<file path="src/rtl/seg_bcd_display.sv">
// Binary-to-seven-segment driver: sequential double-dabble (decimal) or direct hex digits,
// registered active-low segment bytes with overflow dashes. Optional macro: SEG_BLANK_LZ_EN.
module seg_bcd_display #(
  parameter int unsigned WIDTH  = 8,
  parameter int unsigned DIGITS = 3
) (
  input  logic                  clk,
  input  logic                  rst,
  input  logic                  in_valid,
  output logic                  in_ready,
  input  logic [WIDTH-1:0]      in_data,
  input  logic                  hex_mode,
  output logic [8*DIGITS-1:0]   o_seg,
  output logic                  overflow,
  output logic                  done
);

  localparam int unsigned NB = 4 * DIGITS;
  localparam int unsigned CW = $clog2(WIDTH + 1);

  typedef enum logic [1:0] {IDLE, SHIFT, UPDATE} state_t;

  state_t              state_q, state_d;
  logic                accept, shift_en, update_en;

  logic [WIDTH-1:0]    data_q;
  logic                hex_q;
  logic [NB-1:0]       bcd_q, bcd_d, adj;
  logic                ovf_q;
  logic [CW-1:0]       cnt_q;
  logic [8*DIGITS-1:0] seg_q, seg_d;
  logic                overflow_q, done_q;

  logic [WIDTH+NB-1:0] ext;
  logic [NB-1:0]       src;
  logic                hex_ovf, disp_ovf;
  logic [DIGITS-1:0]   blank;

  function automatic logic [7:0] seg_lut(input logic [3:0] d);
    case (d)
      4'h0: seg_lut = 8'hC0;
      4'h1: seg_lut = 8'hF9;
      4'h2: seg_lut = 8'hA4;
      4'h3: seg_lut = 8'hB0;
      4'h4: seg_lut = 8'h99;
      4'h5: seg_lut = 8'h92;
      4'h6: seg_lut = 8'h82;
      4'h7: seg_lut = 8'hF8;
      4'h8: seg_lut = 8'h80;
      4'h9: seg_lut = 8'h90;
      4'hA: seg_lut = 8'h88;
      4'hB: seg_lut = 8'h83;
      4'hC: seg_lut = 8'hC6;
      4'hD: seg_lut = 8'hA1;
      4'hE: seg_lut = 8'h86;
      default: seg_lut = 8'h8E;
    endcase
  endfunction

  always_ff @(posedge clk) begin
    if (rst) state_q <= IDLE;
    else     state_q <= state_d;
  end

  always_comb begin
    state_d = state_q;
    case (state_q)
      IDLE:    if (in_valid) state_d = hex_mode ? UPDATE : SHIFT;
      SHIFT:   if (cnt_q == CW'(1)) state_d = UPDATE;
      UPDATE:  state_d = IDLE;
      default: state_d = IDLE;
    endcase
  end

  always_comb begin
    in_ready  = (state_q == IDLE);
    accept    = in_ready && in_valid;
    shift_en  = (state_q == SHIFT);
    update_en = (state_q == UPDATE);
  end

  // Add-3 correction precedes the shift; the bit leaving the top digit marks overflow.
  always_comb begin
    adj = bcd_q;
    for (int unsigned k = 0; k < DIGITS; k++) begin
      if (bcd_q[4*k +: 4] >= 4'd5) adj[4*k +: 4] = bcd_q[4*k +: 4] + 4'd3;
    end
    bcd_d = {adj[NB-2:0], data_q[WIDTH-1]};
  end

  // Zero-extension makes the hex high-bit check vanish when all bits fit in the display.
  assign ext      = {{NB{1'b0}}, data_q};
  assign hex_ovf  = |ext[WIDTH+NB-1:NB];
  assign src      = hex_q ? ext[NB-1:0] : bcd_q;
  assign disp_ovf = hex_q ? hex_ovf : ovf_q;

`ifdef SEG_BLANK_LZ_EN
  always_comb begin
    logic seen;
    seen     = 1'b0;
    blank    = '0;
    for (int unsigned k = DIGITS - 1; k >= 1; k--) begin
      if (src[4*k +: 4] != 4'd0) seen = 1'b1;
      blank[k] = !seen;
    end
  end
`else
  assign blank = '0;
`endif

  always_comb begin
    seg_d = '1;
    for (int unsigned k = 0; k < DIGITS; k++) begin
      if (disp_ovf)      seg_d[8*k +: 8] = 8'hBF;
      else if (blank[k]) seg_d[8*k +: 8] = 8'hFF;
      else               seg_d[8*k +: 8] = seg_lut(src[4*k +: 4]);
    end
  end

  always_ff @(posedge clk) begin
    if (rst) begin
      data_q     <= '0;
      hex_q      <= 1'b0;
      bcd_q      <= '0;
      ovf_q      <= 1'b0;
      cnt_q      <= '0;
      seg_q      <= '1;
      overflow_q <= 1'b0;
      done_q     <= 1'b0;
    end else begin
      done_q <= update_en;
      if (accept) begin
        data_q <= in_data;
        hex_q  <= hex_mode;
        bcd_q  <= '0;
        ovf_q  <= 1'b0;
        cnt_q  <= CW'(WIDTH);
      end
      if (shift_en) begin
        data_q <= data_q << 1;
        bcd_q  <= bcd_d;
        ovf_q  <= ovf_q | adj[NB-1];
        cnt_q  <= cnt_q - CW'(1);
      end
      if (update_en) begin
        seg_q      <= seg_d;
        overflow_q <= disp_ovf;
      end
    end
  end

  assign o_seg    = seg_q;
  assign overflow = overflow_q;
  assign done     = done_q;

endmodule
</file>
<file path="config.mk">
export PLATFORM = sky130hd
export DESIGN_NAME = seg_bcd_display
export DESIGN_NICKNAME = d
export VERILOG_FILES = /design/src/rtl/seg_bcd_display.sv
export SDC_FILE = /design/constraint.sdc
export NUM_CORES = 1
export LEC_CHECK = 0
export BUFFER_PORTS_ARGS = -buffer_cell sky130_fd_sc_hd__buf_2
export CELL_PAD_IN_SITES_DETAIL_PLACEMENT = 0
export CELL_PAD_IN_SITES_GLOBAL_PLACEMENT = 1
export CORE_AREA = 2 2 96 75
export CTS_BUF_LIST = sky130_fd_sc_hd__clkbuf_4
export CTS_CLUSTER_DIAMETER = 120
export DETAILED_ROUTE_END_ITERATION = 8
export DIE_AREA = 0 0 98 77
export GPL_TIMING_DRIVEN = 0
export PLACE_DENSITY = 0.95
export REMOVE_ABC_BUFFERS = 1
export SYNTH_ARGS = -nofsm -noshare
export SYNTH_HDL_FRONTEND = slang
export SYNTH_SLANG_ARGS = --single-unit
</file>
<file path="constraint.sdc">
create_clock -name clk -period 5.77 [get_ports clk]
set_clock_uncertainty 0.1 [all_clocks]
set_input_delay 0.577 -clock clk [delete_from_list [all_inputs] [get_ports clk]]
set_output_delay 0.577 -clock clk [all_outputs]
set_load 0.01 [all_outputs]
</file>
# Yosys cells after proc, flatten, opt, wreduce, memory -nomap -nowiden
# Memory sizes are Yosys's and may differ from the RTL's.
# Cells that the tools add are included.
[word_totals]
reg_bits = 54
romBits = 336
inputBits = 12
output_inout_bits = 27
elab_cells = 51
mem_count = 3
[op_classes]
n_addsub = 4
n_lt_le_gt_ge = 3
n_eq_ne = 5
n_mux = 20
bitwise_logic = 1
n_reduce_logical = 5
[memory_table]
columns = ["name", "words", "word_bits", "read_ports", "rd_clocked_by_memory_dff", "wr", "line", "source"]
rows = [
  ["(name not given)", 16, 7, 1, 0, 0, "40", "case (d)"],
  ["(name not given)", 16, 7, 1, 0, 0, "40", ""],
  ["(name not given)", 16, 7, 1, 0, 0, "40", ""],
]
[op_table]
columns = ["op", "n"]
rows = [
  ["$mux W8", 5],
  ["$mux W12", 3],
  ["$mux W4", 5],
  ["$add A4 B2 Y4 const B", 3],
  ["$ge A4 B3 Y1 const B", 3],
  ["$mux W2", 3],
  ["$eq A4 B1 Y1 const B", 1],
  ["$pmux W2 S2", 1],
  ["$sub A4 B1 Y4 const B", 1],
  ["$mux W1", 3],
  ["$eq A2 B1 Y1 const B", 1],
  ["$eq A2 B2 Y1 const B", 1],
  ["$logic_not A2 Y1", 1],
  ["$ne A2 B1 Y1 const B", 1],
  ["$ne A2 B2 Y1 const B", 1],
  ["$reduce_and A2 Y1", 1],
  ["$reduce_bool A2 Y1", 1],
  ["$reduce_or A2 Y1", 1],
  ["$logic_and A1 B1 Y1", 1],
  ["$or A1 B1 Y1", 1],
]

# Logic depth before layout (Yosys ltp)
[depth]
ltp_word = 4
mapped_depth = 10
depth_no_buf = 8

# Worst setup path after synthesis
# Ideal clock, no wire load.
[synth_timing]
kind = "reg-to-reg"
start = "register hex_q"
end = "register seg_q[3] (netlist: o_seg[3])"
setup_ns = 0.117
arrival_ns = 1.931
required_ns = 5.553
slack_ns = 3.622
path_stages_with_launch = 8
n_path_buf = 2
path_cell_list = "dfxtp_1 buf_6 buf_12 mux2i_1 inv_1 ha_1 mux4_2 o22a_1"
[synth_between]
elab_chain_len = 3
word_cells_on_any_way = 4
[synth_lines]
columns = ["element", "line", "source"]
rows = [
  ["from (decl)", "27", "logic hex_q;"],
  ["from (signal assigned)", "134", "hex_q <= hex_mode;"],
  ["$mux W12", "94", "assign src = hex_q ? ext[NB-1:0] : bcd_q;"],
  ["$mem_v2 Z16 W7", "-", ""],
  ["$mux W8 *", "114", "if (disp_ovf) seg_d[8*k +: 8] = 8'hBF;"],
  ["to (signal assigned)", "146", "seg_q <= seg_d;"],
  ["to (decl)", "31", "logic [8*DIGITS-1:0] seg_q, seg_d;"],
]
# Every way passes the cells marked *; elsewhere a longest branch is shown, timed or not.
# A chain may end at the register's enable or synchronous reset.

# Final worst setup path
# Ends and elaborated chain as after synthesis.

==> Implementation_results.wiki <==
{| class="wikitable"
! Metric !! Value
|-
| Status || complete, no violations
|-
| CP max FO || 32
|-
| Post-DR wirelength/cell || 14.8 um
|-
| Top cell type's share of synthesized area || 0.322
|-
| Number of antenna violations at the first check in global routing || 0
|-
| Unrepaired setup endpoints after global routing || false
|-
| Clk slew on worst S/H paths || 0.16 ns
|-
| Post-Route Setup TNS || 0 ns
|-
| Placer congestion estimate || 0.809
|-
| 1st-pass router iterations || 4
|-
| Synthesized area || 0.00317 mm^2
|-
| Worst VDD drop || just under 0.0001 V
|-
| Number of cell instances on the worst register-to-register path || 5
|-
| Number of flops mapped to enable cells by yosys || 0
|-
| Worst Setup End Kind || flip-flop
|-
| Effective utilization at floorplan || 0.480
|-
| Share of synthesized area occupied by flip-flops and latches || 0.322
|-
| Detail Route Antenna Nets || 0
|-
| Depth of the CTS H-tree || 2
|-
| Min setup slack post-route || about 2.9 ns
|-
| Most instantiated library cell after synthesis || dfxtp_1
|-
| Clock buffers created by TritonCTS || 5
|-
| Die footprint || 0.00755 mm^2
|-
| Pin count of the biggest net entering global routing || 45
|-
| Classification of the worst setup path || reg2reg
|-
| Instance count of the mapped netlist || 363
|-
| Reg-to-reg critical path startpoint || hex_q
|-
| Proportion of synthesized flip-flops having asynchronous set or reset || 0
|-
| Library cell contributing the largest single delay on the critical path || dfxtp_2
|-
| Count of maximum capacitance violations || 0
|-
| Number of I/O port buffers || 35
|-
| Most instantiated flip-flop cell in the synthesis netlist || dfxtp_1
|-
| Max Transition Viols Final || 0
|-
| Source of the worst hold timing path || hex_mode
|-
| Commonest cells in the netlist || dfxtp_1, a21oi_1, nor2_1
|-
| CTS tree || done
|-
| Timing-limited maximum frequency || 351 MHz
|-
| Final HPWL from detailed placement || between 4000 and 5000 um
|-
| Filler-free cell count of the finished design || roughly 460
|-
| Hold Fails Final Rpt || 0
|-
| Die Y-Extent || 77 um
|-
| Crit share post-route || 0.493
|-
| Longest individual stage delay on the worst path || 0.83 ns
|-
| Number of resized instances in the post-cts repair step || 0
|-
| Vias in the first global route || between 2000 and 2500
|-
| Worst slack after detailed placement || 2.45 ns
|-
| CP cell instances || mux2i_1 > inv_1 > ha_1 > mux4_2 > o22a_1
|-
| First-pass GRT wire length || approximately 11000 um
|-
| Hold WC Path Type || in2reg
|-
| Die width || ~98 um
|-
| Finished Cell Area || 0.00339 mm^2
|-
| Flip-flop and latch count after synthesis || 51
|-
| Terminus of the critical flop-to-flop path || o_seg[3]
|-
| Ant. Diodes || 0
|-
| Count of hold-fix buffers inserted at cts || 0
|-
| Cell total after placement || 456
|-
| Number of unique standard cell types used by synthesis || 53
|-
| I/O Pins || 39
|-
| CP arrival || 3.03 ns
|-
| Biggest area consumer among synthesized cells || dfxtp_1
|-
| Placement Rows || 26
|-
| Via density || 5.68
|-
| Kind of cell adding the most delay to the critical path || multiplexers
|-
| All-layer global routing usage || 0.184
|-
| Required time at the worst-slack endpoint || 5.96 ns
|-
| Post-layout min period || ~2.8 ns
|-
| Launching element type of the critical path || flip-flop
|-
| Min Hold Slack || 0.355 ns
|-
| Count of fill cells added during filler insertion || 645
|-
| Leakage || 1.34 nW
|-
| Area post-placement || 0.00331 mm^2
|-
| Final Util || 0.513
|-
| Slack of the worst reg-to-reg path || approximately 2.9 ns
|-
| Maximum count of clock buffers along a single path || 2
|-
| Clock tree root buffer cell || clkbuf_4
|-
| Sinks on the clock net || 51
|-
| Number of post-CTS setup repair buffers || 0
|-
| Count of final setup violators || 0
|-
| Number of nets at the end of the flow || approximately 420
|-
| Synthesis warning total || 0
|-
| Cell depth of the worst min-delay path || 3
|-
| Count of routing violations after the opening detailed-route iteration || 148
|-
| Mean Syn Cell Area || 8.73 um^2
|-
| Sum of buffers and inverters on the critical path || 1
|-
| Post-synthesis to final-layout area growth || 6.99%
|-
| PD cells || 211 mW/mm^2
|-
| Destination of the worst hold path || hex_q
|-
| Routed wire length || 6880 um
|-
| PnR Total Power || 0.714 mW
|-
| Area contributors post-synth || dfxtp_1, ha_1, mux2i_1
|-
| Detailed-route DRC error count || 0
|-
| Measured slew at the worst slew-check pin || between 1 and 1.5 ns
|-
| Remaining Overflow, GRT || 0
|-
| Ratio of cells with drive above 1 in the final layout || 0.147
|-
| Total via count after detailed routing || approximately 2600
|-
| Clock latency of the later-clocked register in the worst-skew pair || approximately 0.37 ns
|-
| Core area || about 0.0066 mm^2
|-
| Slew Limit Headroom || 0.168
|}
layer usage:
layer	wire (um)	track usage	vias up
li1	-	-	1319
met5	0	0	-
met3	305	0.0346	2
met4	17	0.0292	0
met2	3150	0.304	51
met1	3400	0.253	1265
cell type report:
cell class	instances	area (um^2)	area share
timing repair buffer	35	175	0.0517
inverter	20	75.1	0.0221
clock inverter	3	38.8	0.0114
multi-input combinational	266	1940	0.571
clock buffer	5	37.5	0.0111
sequential	51	1020	0.301
tap	84	105	0.0310
layout by cell type, fill, tap and decap left out, types with 3 or more instances in the layout:
cell type	count
buf_2	35
nor3_1	10
inv_1	20
nand2b_1	9
ha_1	26
mux2_2	3
conb_1	3
nand2_1	21
a22o_1	6
or3_1	9
o22a_1	4
a221o_1	3
clkbuf_4	5
xnor2_1	8
mux2i_1	26
nor2b_1	4
nor2_1	29
nand3_1	10
o21bai_1	3
o21ai_0	12
a21oi_1	32
dfxtp_1	50
a22oi_1	8
registers in the layout, indices dropped and copies added, names as in the netlist:
signal / flops
bcd_q: 12
cnt_q: 4
data_q: 8
done: 1
hex_q: 1
o_seg: 21
overflow: 1
ovf_q: 1
state_q: 2
report_power, final:
group	switching, mW	total, mW	internal (mW)
clock	0.116	0.205	0.0894
combinational	0.0663	0.114	0.0476
sequential	0.0213	0.395	0.373
worst register-to-register path, stage by stage, from the launching register on:
cell	delay [ns]
dfxtp_2	0.83
mux2i_1	0.68
inv_1	0.14
ha_1	0.28
mux4_2	0.54
o22a_1	0.20
kinds of logic after synthesis:
family                   Yosys count  synth area share
AND/OR/NAND/NOR                  102             0.159
AO/OA/AOI/OAI                     93             0.203
flip-flops                        51             0.322
buffers and inverters             48            0.0707
multiplexers                      32             0.114
adder cells (fa/ha/maj)           26             0.103
XOR/XNOR                          10            0.0276
other                              1           0.00118
worst max path at each step:
stage	from	endpoint	depth (start not counted)
2_1_floorplan	hex_q	o_seg[3]	5
3_3_place_gp	hex_q	o_seg[3]	5
3_5_place_dp	hex_q	o_seg[3]	5
4_1_cts	hex_q	o_seg[3]	5
5_1_grt	hex_q	o_seg[3]	5
6_report	hex_q	o_seg[3]	5
Note: power is estimated with default switching activity, not from simulation.
